## config.mk

```make
export PLATFORM = sky130hd
export DESIGN_NAME = pc_fetch_sequencer
export DESIGN_NICKNAME = d
export VERILOG_FILES = /design/src/rtl/pc_fetch_sequencer.sv
export SDC_FILE = /design/constraint.sdc
export NUM_CORES = 1
export LEC_CHECK = 0
export ABC_AREA = 1
export CAP_MARGIN = 20
export CORE_MARGIN = 1
export CORE_UTILIZATION = 45
export CTS_CLUSTER_DIAMETER = 60
export DETAILED_ROUTE_END_ITERATION = 16
export PLACE_DENSITY = 0.87
export SLEW_MARGIN = 0
export SYNTH_ARGS = -nofsm -noshare
export SYNTH_HDL_FRONTEND = slang
export SYNTH_SLANG_ARGS = --single-unit
```

## constraint.sdc

```tcl
create_clock -name clk -period 2 [get_ports clk]
set_input_delay 0.4 -clock clk [delete_from_list [all_inputs] [get_ports clk]]
set_output_delay 0.4 -clock clk [all_outputs]
set_load 0.03 [all_outputs]
```

## src/rtl/pc_fetch_sequencer.sv

```systemverilog
// -----------------------------------------------------------------------------
// pc_fetch_sequencer
//
// Sequential instruction-fetch controller for the RV32 core. It owns the
// program counter. It issues one instruction-memory request at a time over a
// req/ready + rvalid handshake. Each returned word goes to decode through a
// valid/stall handshake. Branch/jump redirects and trap entry override
// sequential PC advance with fixed priority: trap > redirect > pc+4.
//
// Build option:
//   PC_SEQ_MISALIGN_TRAP_EN  when defined, a redirect whose target has
//                            [1:0] != 0 vectors to TRAP_VECTOR and pulses
//                            misalign_err. When undefined, the low two
//                            target bits are cleared and misalign_err is 0.
//
// Ports:
//   clk            in   clock, all state updates on the rising edge
//   rst_n          in   asynchronous active-low reset
//   imem_req       out  fetch request (high in FETCH)
//   imem_addr      out  fetch address, always the current PC
//   imem_ready     in   request accepted when imem_req && imem_ready
//   imem_rvalid    in   read data valid (honoured only while waiting)
//   imem_rdata     in   instruction word
//   instr_valid    out  instr/instr_pc hold a valid instruction
//   instr          out  fetched instruction
//   instr_pc       out  address of instr
//   stall          in   decode not ready; consume on instr_valid && !stall
//   redirect_valid in   branch/jump taken this cycle
//   redirect_pc    in   redirect target
//   trap           in   trap entry request
//   misalign_err   out  one-cycle pulse on a misaligned redirect target
// -----------------------------------------------------------------------------
module pc_fetch_sequencer #(
    parameter logic [31:0] RESET_PC    = 32'h0000_0000,
    parameter logic [31:0] TRAP_VECTOR = 32'h0000_0100
) (
    input  logic        clk,
    input  logic        rst_n,
    output logic        imem_req,
    output logic [31:0] imem_addr,
    input  logic        imem_ready,
    input  logic        imem_rvalid,
    input  logic [31:0] imem_rdata,
    output logic        instr_valid,
    output logic [31:0] instr,
    output logic [31:0] instr_pc,
    input  logic        stall,
    input  logic        redirect_valid,
    input  logic [31:0] redirect_pc,
    input  logic        trap,
    output logic        misalign_err
);

    localparam logic [31:0] NOP = 32'h0000_0013;

    typedef enum logic [1:0] {
        FETCH     = 2'd0,
        WAIT_RESP = 2'd1,
        HOLD      = 2'd2
    } state_t;

    state_t      state_q, state_d;
    logic [31:0] pc_q, pc_d;
    logic [31:0] instr_q, instr_d;
    logic [31:0] instr_pc_q, instr_pc_d;
    logic        instr_valid_q, instr_valid_d;
    logic        discard_q, discard_d;

    logic        redir_any;
    logic        consume;
    logic [31:0] redir_target;

    assign redir_any = trap || redirect_valid;
    assign consume   = (state_q == HOLD) && !stall;

`ifdef PC_SEQ_MISALIGN_TRAP_EN
    logic misalign_q, misalign_d;
    logic tgt_misaligned;

    assign tgt_misaligned = |redirect_pc[1:0];
    // A trap on the same cycle suppresses the redirect, so no error is flagged.
    assign misalign_d     = redirect_valid && !trap && tgt_misaligned;
    assign redir_target   = (trap || tgt_misaligned) ? TRAP_VECTOR : redirect_pc;

    always_ff @(posedge clk or negedge rst_n) begin
        if (!rst_n) begin
            misalign_q <= 1'b0;
        end else begin
            misalign_q <= misalign_d;
        end
    end

    assign misalign_err = misalign_q;
`else
    logic [1:0] unused_redirect_lsbs;

    assign unused_redirect_lsbs = redirect_pc[1:0];
    assign redir_target         = trap ? TRAP_VECTOR : {redirect_pc[31:2], 2'b00};
    assign misalign_err         = 1'b0;
`endif

    // Next PC: trap/redirect always win, including over a same-edge consume.
    always_comb begin
        pc_d = pc_q;
        if (redir_any) begin
            pc_d = redir_target;
        end else if (consume) begin
            pc_d = pc_q + 32'd4;
        end
    end

    always_comb begin
        state_d    = state_q;
        discard_d  = discard_q;
        instr_d    = instr_q;
        instr_pc_d = instr_pc_q;
        case (state_q)
            FETCH: begin
                if (imem_ready) begin
                    state_d = WAIT_RESP;
                    // The accepted request was for the old PC; its data is stale.
                    if (redir_any) begin
                        discard_d = 1'b1;
                    end
                end
            end
            WAIT_RESP: begin
                if (imem_rvalid) begin
                    if (discard_q || redir_any) begin
                        discard_d = 1'b0;
                        state_d   = FETCH;
                    end else begin
                        instr_d    = imem_rdata;
                        instr_pc_d = pc_q;
                        state_d    = HOLD;
                    end
                end else if (redir_any) begin
                    discard_d = 1'b1;
                end
            end
            HOLD: begin
                if (redir_any || !stall) begin
                    state_d = FETCH;
                end
            end
            default: begin
                state_d   = FETCH;
                discard_d = 1'b0;
            end
        endcase
        instr_valid_d = (state_d == HOLD);
    end

    always_ff @(posedge clk or negedge rst_n) begin
        if (!rst_n) begin
            state_q       <= FETCH;
            pc_q          <= RESET_PC;
            instr_q       <= NOP;
            instr_pc_q    <= RESET_PC;
            instr_valid_q <= 1'b0;
            discard_q     <= 1'b0;
        end else begin
            state_q       <= state_d;
            pc_q          <= pc_d;
            instr_q       <= instr_d;
            instr_pc_q    <= instr_pc_d;
            instr_valid_q <= instr_valid_d;
            discard_q     <= discard_d;
        end
    end

    // Gated by rst_n so the request is low while reset is held.
    assign imem_req    = (state_q == FETCH) && rst_n;
    assign imem_addr   = pc_q;
    assign instr_valid = instr_valid_q;
    assign instr       = instr_q;
    assign instr_pc    = instr_pc_q;

endmodule

```

[Word level (Yosys, flattened, before mapping)]
Index checks and enable logic that the tools add are counted.
Word-level totals
  word-level logic and storage cells: 37
  register bits after elaboration: 100
  output and inout port bits: 99
Operators by class
  add/sub/neg operators: 1
  muxes and demuxes: 13
  reductions and logical operators: 10
  equality and inequality tests: 5
  bitwise logic cells: 2
Operators with widths (number)
  $mux W32: 3
  $add A32 B3 Y32 const B: 1
  $mux W2: 4
  $pmux W2 S3: 1
  $reduce_and A3 Y1: 2
  $eq A2 B2 Y1 const B: 2
  $mux W1: 4
  $logic_or A1 B1 Y1: 3
  $ne A3 B3 Y1 const B: 1
  $pmux W1 S3: 1
  $eq A2 B1 Y1 const B: 1
  $logic_and A1 B1 Y1: 2
  $logic_not A2 Y1: 1
  $ne A2 B2 Y1 const B: 1
  $not A1 Y1: 2
  $reduce_bool A2 Y1: 1
  $logic_not A1 Y1: 1

[Depth between registers and ports, before layout]
  word-level depth: 6
  depth in mapped cells: 10
  gate-level depth less buffers: 10

[Least setup slack after synthesis]
No wires, ideal clock.
  path kind: register to register
  from: register pc_q[3] (netlist: imem_addr[3])
  to: register pc_q[16] (netlist: imem_addr[16])
  period minus slack after synthesis: 1668 ps
  data arrival time: 1544 ps
  path slack: 332 ps
  cell stages (with the launch flop): 9
  data required time: 1876 ps
  setup time: 124 ps
  path buffers: 0
  cells stage by stage: dfrtp_1 ha_1 nand2_1 nor2_2 nand2_2 nor2_4 nand2_1 o211ai_1 nand2_1
On the way
  longest elaborated chain between the ends: 3
Ends and longest elaborated chain
  start, declared: line 63  | logic [31:0] pc_q, pc_d;
  start signal, assigned: line 164  | pc_q <= pc_d;
  $add A32 B3 Y32: line 108  | pc_d = pc_q + 32'd4;
  $mux W32: line 107  | end else if (consume) begin
  $mux W32: line 105  | if (redir_any) begin
Every way passes these cells. The select of a mux whose other input is x is not followed.
A chain may end at the register's enable or synchronous reset.

[Worst setup path in the final report]
  from: register pc_q[16] (netlist: imem_addr[16])
  to: output port imem_addr[16]
RTL lines
  end, declared: line 40  | output logic [31:0] imem_addr,
No word-level cell between the ends.

==> flow_summary.toml <==
[status]
status = "completed"

[sta]
tns_ps = 0
whs_ps = 89.0
hold_viol = 0
fmax_mhz = 513
fin_ws_ps = 51.5
clock_skew_ps = 6.84
setup_viol = 0
finalCritPeriodShare = 0.974
period_needed_ps = 1950
tightest_slew_ps = 534
relSlewSlack = 0.644
rsz0062_at_grt = "no"
final_max_slew_viol_count = 0

[detailed_routing]
first_pass_iters = 6
first_iter_violations = 383
ant_nets = 0
avgViaCountPerCell = 5.00
drcViolationCount = 0
wl_met3_um = 838
route.met2.wl_mm = 6.65
highest_layer = "met4"
routed_wl_mm = 13.7
wl_met1_mm = 6.08
routed-via-count = 4733
post_drt_wl_per_cell_um = 14.5

[floorplanning]
die_area_um2 = 11000
rows = 37
design.core.area_um2 = 10300
ioPinCount = 170
fp.dieW_um = 105
die_y_um = 105
start_util = 0.461

[global_route]
grt_pass1_vias = 4558
grt_overflow = 0
grt_max_degree = 97
grt_pass1_wl_mm = 22.4
antenna_found_initial = 1
grt_use_total = 0.259

[layout]
n_fill_cell = 880
final_common_cell = "nand2_1"
multi_input_area_um2 = 2030
layout-drive-gt1-share = 0.0742
syn2layout_area_growth_pct = 44.3
finalNetCount = 876
regArea_um2 = 2410
mostFrequentLayoutCells = "253 x nand2_1, 153 x clkdlybuf4s50_1, 93 x dfrtp_1"

[place]
numPortBuffers = 162
pre_cts_slack_ps = 20.3
dp_hpwl_mm = 10.4
place.gp.congestion = 0.918

[clocking]
cts_tree = "built"
htree_levels = 3
clk_pin_slew_worst_paths_ps = 100
cts.path.max_buffers = 2
cts-hold-fix-buffers = 0
cts_made_buffers = 9
cts_setup_buffers = 0
root_buffer = "clkbuf_8"
clk_latency_ps = 360
cts_sinks = 96

[synthesis]
yosysTopAreaCellShare = 0.491
seq_area_frac_synth = 0.507
synth_area_um2 = 4740
synth_largest_area_cell = "dfrtp_1"
avgSynthCellArea_um2 = 7.49
yosysUniqueCellTypes = 29
syn_inst = 633
synth_area_leaders = "dfrtp_1 49%, nand2_1 20%, nor2_1 5.0%"
ys_warn_count = 0
ys_ff_latch = 96

[power]
p_per_area_nw_per_um2 = 1110
seq_power_share = 0.386
power.leakage_nw = 3.17
p_comb_frac = 0.442
p_sw_mw = 3.03
max-vdd-ir-drop_v = 0.000645
total_power_mw = 7.57
clkPwrFrac = 0.172
internal-power_mw = 4.55
switching_share = 0.400

[critical_path]
cp_max_fo = 6
critPathTopFamily = "buffers and inverters"
reg2reg_depth = 9
slowest_delay_ps = 720
critPathSlowestCell = "clkdlybuf4s50_1"
cp-start-kind = "register"
worst-endpoint-required_ps = 1600
cp.depth = 1
critPathCaptureType = "output port"
crit_arrival_ps = 1550
critical_path_class = "reg2out"
cp_cell_sequence = "clkdlybuf4s50_1"
path_buf_inv = 1

[worst_hold_path]
hp-class = "in2async"

[job]
max_cap_violations = 0
==> layer usage <==
metal | GRT usage | vias to the layer above
li1 | - | 2337
met1 | 0.340 | 2182
met2 | 0.433 | 200
met3 | 0.0493 | 14
met4 | 0.0795 | 0
met5 | 0 | -
==> stage by stage <==
step	cell area, um^2	cells	util
3_5_place_dp	6620	929	0.644
3_3_place_gp	6620	929	0.644
2_1_floorplan	4760	637	-
4_1_cts	6820	945	0.664
6_report	6840	946	0.666
5_1_grt	6840	945	0.665
==> synthesized netlist by cell type <==
master and n:
a22oi_1 6, nand2_2 4, nor3_2 1, nor2_4 3
buf_4 8, dfrtp_1 93, xor2_1 1, a21oi_1 34
inv_2 4, o21ai_1 17, buf_2 12, nor3b_1 1
ha_1 1, nand4_1 3, dfstp_2 3, nand2_1 253
inv_1 42, buf_6 1, a31oi_1 2, nor2_1 63
nor3_1 1, o211ai_1 2, o21ai_0 21, and2_1 1
nor2_2 5, o31ai_1 3, nand3_1 41, clkbuf_1 6
conb_1 1
==> sequential cells by signal, summed over array words and instances, names as in the netlist <==
register,cells
instr,32
imem_addr,30
instr_pc,30
state_q,2
discard_q,1
instr_valid,1
==> layout make-up <==
cell class / count / share of cell area
diodes: 1 / 0.000366
flip-flops and latches: 96 / 0.352
clock buffers: 10 / 0.0201
clock inverters: 6 / 0.00951
well taps: 136 / 0.0249
repair buffers: 183 / 0.271
inverters: 46 / 0.0252
multi-input cells: 468 / 0.297
==> power groups by stage <==
stage / registers [mW] / clock network, mW / logic, mW
after global placement: 2.93 / 0 / 3.31
after floorplan: 4.10 / 0 / 0.620
final: 2.93 / 1.30 / 3.35
after detailed placement: 2.96 / 0 / 3.37
after global routing: 3.01 / 1.40 / 3.56
after CTS: 2.92 / 1.33 / 3.38
==> logic make-up (layout without fill, tap and decap cells) <==
group | count (synthesis) | after routing | synth area share
simple gates | 376 | 376 | 0.322
compound gates | 85 | 85 | 0.0960
buf+inv | 73 | 245 | 0.0689
xor+xnor | 1 | 1 | 0.00185
other cells | 1 | 6 | 0.000791
flops | 96 | 96 | 0.507
fa+ha+maj | 1 | 1 | 0.00264
==> worst paths after layout <==
check	startpoint	to	slack (ps)
setup / recovery	imem_addr[16]$_DFFE_PN0P_	imem_addr[16]	50
hold / removal	rst_n	instr_pc[31]$_DFFE_PN0P_	90
setup reg to reg	imem_addr[3]$_DFFE_PN0P_	imem_addr[26]$_DFFE_PN0P_	190
hold reg to reg	instr[1]$_DFFE_PN1P_	instr[1]$_DFFE_PN1P_	470
max in group asynchronous	rst_n	instr_pc[16]$_DFFE_PN0P_	1450
min in group clk	instr[1]$_DFFE_PN1P_	instr[1]$_DFFE_PN1P_	470
==> repair_timing <==
action                                  CTS  global route
endpoints found under the setup margin    0             7
gates resized for setup                   0             7
endpoints found under the hold margin     0             0
Power figures use the tool's default switching activity.
==> RTL change 1 (same flow settings) <==
The option `PC_SEQ_MISALIGN_TRAP_EN` is turned on by a define.
--- a/src/rtl/pc_fetch_sequencer.sv
+++ b/src/rtl/pc_fetch_sequencer.sv
@@ -30,6 +30,8 @@
 //   trap           in   trap entry request
 //   misalign_err   out  one-cycle pulse on a misaligned redirect target
 // -----------------------------------------------------------------------------
+`define PC_SEQ_MISALIGN_TRAP_EN
+
 module pc_fetch_sequencer #(
     parameter logic [31:0] RESET_PC    = 32'h0000_0000,
     parameter logic [31:0] TRAP_VECTOR = 32'h0000_0100
Formal check against the unedited RTL: not equivalent (Yosys sat finds a counterexample within 4 cycles, from zero or initial values and one cycle with rst_n low).
==> RTL change 1 against the original RTL <==
  * Sequential cell count up 5
  * Non-clock buffer count unchanged
  * Cell area up 2.9%
  * Clock skew up 0.0068 ns
  * Worst setup slack better by 0.0068 ns
  * Die area up 4.1%
  * Core utilization up 0.74 points
  * Total power down 2.5%
  * Area after synthesis up 4.2%
  * Routed wire length down 0.53%
  * Critical endpoint is now imem_addr[4]
  * Largest cell class unchanged
  * Largest power group unchanged
==> RTL change 1: results (changes against the original RTL) <==
metric,value,unit,change
outcome,"complete, no violations",,unchanged
gr-usage-met3,5.84,%,was 4.93%
place_congestion,0.910,,was 0.918
clock_latency,0.38,ns,was 0.36 ns
io_buffers,169,,was 162
grt_start_max_net_pins,102,,was 97
dr_total_vias,4802,,"was 4,733"
p_leak,0.00338,uW,was 0.00317 uW
num_antenna_cells,0,,was 1
cp-endpoint,imem_addr[4],,was imem_addr[16]
synth_compound_gate_area_share,7.44,%,was 9.60%
r2r_setup_slack,0.21,ns,was 0.19 ns
timing.final.crit_share,97.1,%,was 97.4%
grt.met1_usage,33.2,%,was 34.0%
grt.met2_usage,40.4,%,was 43.3%
skew,0.0136,ns,was 0.00684 ns
synthTopCellsByCount,"nand2_1 (282), dfrtp_1 (98), nor2_1 (64), inv_1 (56), nand3_1 (43)",,"was nand2_1 (253), dfrtp_1 (93), nor2_1 (63), inv_1 (42), nand3_1 (41)"
dp_slack,0.0430,ns,was 0.0203 ns
synth_cell_types,30,,was 29
dr.pass1.iters,5,,was 6
irDropWorstVdd,770,uV,was 645 uV
ys_warn_count,0,,unchanged
crit_start,imem_addr[4]$_DFFE_PN0P_,,was imem_addr[16]$_DFFE_PN0P_
yosysSeqAreaShare,51.2,%,was 50.7%
grt_pass1_wl,22100,microns,"was 22,400 microns"
drt_iter0_drc,323,,was 383
path_max_fanout,6,,unchanged
place_hpwl,10200,microns,"was 10,400 microns"
synth_cells,665,,was 633
path_clk_slew,0.11,ns,
gr-usage-all-layers,25.0,%,was 25.9%
fillCellCount,908,,was 880
fin_hold_ws,0.0924,ns,was 0.0890 ns
wl_per_cell,14.0,microns,was 14.5 microns
synth_xor_area_share,0.177,%,was 0.185%
grt_pass1_vias,4513,,"was 4,558"
wirelength,13600,microns,"was 13,700 microns"
layout-drive-gt1-share,5.84,%,was 7.42%
==> RTL change 1: cell count changes after synthesis, moves of 3 or more <==
cell,change
o31ai_1,-3
clkbuf_1,-4
inv_2,-3
inv_1,+14
a22oi_1,-6
a31oi_1,+5
buf_2,+3
buf_4,-6
nand2_1,+29
o21ai_1,+9
o21ai_0,-8
buf_1,+3
dfrtp_1,+5
a21oi_1,-13
==> RTL change 1: where the power goes <==
| group | total (uW) | switching (uW) | internal [uW] |
|---|---|---|---|
| Combinational | 3140 | 1830 | 1300 |
| Clock | 1280 | 792 | 483 |
| Sequential | 2970 | 356 | 2620 |
==> RTL change 1: cell families after synthesis <==
kind of cell,count (synthesis)
adders and majority gates,1
and+or+nand+nor,410
xor gates and xnor gates,1
buffers and inverters,82
DFF,101
AOI/OAI and AO/OA,70
==> RTL change 1: final cells by class <==
| class | instances | share of cell area, % |
|---|---|---|
| flip-flops and latches | 101 | 35.9 |
| multi-input cells | 482 | 29.2 |
| repair buffers | 183 | 26.7 |
| inverters | 57 | 3.04 |
| well taps | 136 | 2.42 |
| clock buffers | 9 | 1.76 |
| clock inverters | 7 | 0.942 |
==> RTL change 1: layer usage <==
metal  vias up  part of all wire [%]
li1       2415                     -
met1      2169                    44
met2       198                    46
met3        20                   7.9
met4         0                   2.3
met5         -                     0
==> RTL change 1: metrics by stage <==
stage          utilization (%)  instance area, sq um
2_1_floorplan                -                  4940
3_3_place_gp              65.3                  6830
3_5_place_dp              65.3                  6830
4_1_cts                   67.0                  7010
5_1_grt                   67.3                  7040
6_report                  67.3                  7040
==> RTL change 1: timing repair <==
item / in CTS / in global routing
setup endpoints to repair: 4 / 11
buffers inserted: 0 / 0
resized for setup: 4 / 11
==> RTL change 2 (same flow settings) <==
Without the edit above. Encoding of `state_t`: now one-hot (3 bits for 3 states).
--- a/src/rtl/pc_fetch_sequencer.sv
+++ b/src/rtl/pc_fetch_sequencer.sv
@@ -53,10 +53,10 @@
 
     localparam logic [31:0] NOP = 32'h0000_0013;
 
-    typedef enum logic [1:0] {
-        FETCH     = 2'd0,
-        WAIT_RESP = 2'd1,
-        HOLD      = 2'd2
+    typedef enum logic [2:0] {
+        FETCH     = 3'b001,
+        WAIT_RESP = 3'b010,
+        HOLD      = 3'b100
     } state_t;
 
     state_t      state_q, state_d;
Formal check against the unedited RTL: no difference found for any inputs over 4 cycles, from zero or initial values and one cycle with rst_n low; so few cycles prove little.
==> RTL change 2 against the original RTL <==
  * Area after synthesis increased by 0.84%
  * Sequential share of layout area about the same
  * Worst setup slack got worse by 0.0066 ns
  * Total power increased by 12%
  * Global-route usage decreased by 0.13 points
  * Sequential cell count increased by 1
  * Routed wire length increased by 1.3%
  * Cell count increased by 0.11%
  * Synthesized cell count decreased by 0.63%
  * Cell area increased by 1.1%
  * Critical path type unchanged
  * Largest cell class unchanged
==> RTL change 2: results (changes against the original RTL) <==
metric,value,unit,change
slew_headroom,64.8,%,was 64.4%
outcome,"complete, no violations",,unchanged
nets,878,,was 876
cpMaxStageDelayCell,clkdlybuf4s50_1,,unchanged
antenna_found_initial,0,,was 1
drt_iter0_drc,518,,was 383
ys_warn_count,0,,unchanged
synthTopCellsByCount,"nand2_1 (148), dfrtp_1 (93), nor2_1 (89), inv_1 (82), o21ai_0 (59)",,"was nand2_1 (253), dfrtp_1 (93), nor2_1 (63), inv_1 (42), nand3_1 (41)"
io_buffers,162,,unchanged
irDropWorstVdd,747,uV,was 645 uV
grt_pass1_wl,22400,microns,about the same
root_buffer,clkbuf_8,,unchanged
yosys-top-cells-area,"dfrtp_1 (49%), nand2_1 (12%), nor2_1 (7.0%), inv_1 (6.4%), o21ai_0 (6.2%)",,"was dfrtp_1 (49%), nand2_1 (20%), nor2_1 (5.0%), nand3_1 (4.3%), a21oi_1 (3.6%)"
post_dp_cell_area,6710,sq um,was 6620 sq um
yosysSeqAreaShare,50.9,%,was 50.7%
wirelength,13900,microns,"was 13,700 microns"
arrival,1.56,ns,
cts-htree-levels,3,,unchanged
layout-drive-gt1-share,7.15,%,was 7.42%
gr-usage-all-layers,25.7,%,was 25.9%
p_leak,0.00313,uW,was 0.00317 uW
grt_start_max_net_pins,98,,was 97
clock_latency,0.36,ns,about the same
dr_total_vias,4815,,"was 4,733"
slowest_delay,0.66,ns,was 0.72 ns
cts_max_path_buffers,2,,unchanged
path_max_fanout,3,,was 6
hp-class,input port to async pin,,unchanged
synth_cell_types,29,,unchanged
cap_violations,0,,unchanged
hold_viol,0,,unchanged
place_congestion,0.934,,was 0.918
async_reset_ff_share,100,%,unchanged
wl_per_cell,14.7,microns,was 14.5 microns
grt_pass1_vias,4577,,"was 4,558"
num_antenna_cells,0,,was 1
cts_made_buffers,9,,unchanged
dp_cells,931,,was 929
skew,0.0119,ns,was 0.00684 ns
worst_r2r_path_depth,8,,was 9
dr.pass1.iters,5,,was 6
largest_reg_flops,32,,unchanged
avgSynthCellArea,7.60,sq um,was 7.49 sq um
path_clk_slew,0.10,ns,about the same
place_hpwl,10500,microns,"was 10,400 microns"
path_delay_family,buffers and inverters,,unchanged
cts_setup_buffers,0,,unchanged
[RTL change 2: changes by cell type after synthesis, moves of 5 or more]
cell	unedited run	this run
nor2_2	5	0
o21ai_0	21	59
inv_1	42	82
nand3_1	41	36
o21ai_1	17	0
nand2_1	253	148
a21oi_1	34	53
clkbuf_1	6	13
nor2_1	63	89
[RTL change 2: timing repair]
action | in CTS | in global routing
resized for setup | 2 | 5
hold buffers | 0 | 0
endpoints found under the setup margin | 2 | 5
[RTL change 2: kinds of logic after synthesis]
family	share of synthesized area, %
other cells	0.0784
simple gates	24.6
compound gates	14.8
fa+ha+maj	0.262
flops	50.9
buf+inv	9.34
[RTL change 2: worst paths after layout]
| path | start | end | slack, ns |
|---|---|---|---|
| max | imem_addr[3]$_DFFE_PN0P_ | imem_addr[3] | 0.04 |
| min | rst_n | instr_pc[31]$_DFFE_PN0P_ | 0.12 |
| max reg2reg | imem_addr[2]$_DFFE_PN0P_ | imem_addr[29]$_DFFE_PN0P_ | 0.23 |
| min reg2reg | instr[0]$_DFFE_PN1P_ | instr[0]$_DFFE_PN1P_ | 0.51 |
| max in group asynchronous | rst_n | instr[0]$_DFFE_PN1P_ | 1.44 |
| min in group clk | instr[0]$_DFFE_PN1P_ | instr[0]$_DFFE_PN1P_ | 0.51 |
[RTL change 2: final cells by class]
cell class | count | area [sq um]
clock inverters | 7 | 76.3
fillers | 807 | 3410
well taps | 136 | 170
clock buffers | 9 | 124
inverters | 84 | 315
multi-input cells | 425 | 1920
flip-flops and latches | 97 | 2430
repair buffers | 189 | 1880
[RTL change 2: through the flow]
stage	total power (uW)	setup WS (ns)
floorplan	5290	0.216
global placement	7050	-0.0243
detailed placement	7170	-0.0844
CTS	8500	0.000610
global route	8890	0.000812
finish	8450	0.0448
[RTL change 2: metal layers]
layer | routed length (microns) | share of wire, % | vias to the layer above | GRT usage (%)
met5 | 0 | 0 | - | 0
met4 | 310 | 2.2 | 0 | 9.46
met3 | 943 | 6.8 | 24 | 3.68
met2 | 6620 | 48 | 241 | 43.4
met1 | 6030 | 43 | 2201 | 33.6
li1 | - | - | 2349 | -
[RTL change 2: power by group]
part           internal [uW]  switching, uW  total, uW
Clock                    592            728       1320
Combinational           1650           2340       3990
Sequential              2700            442       3140
Total                   4940           3510       8450
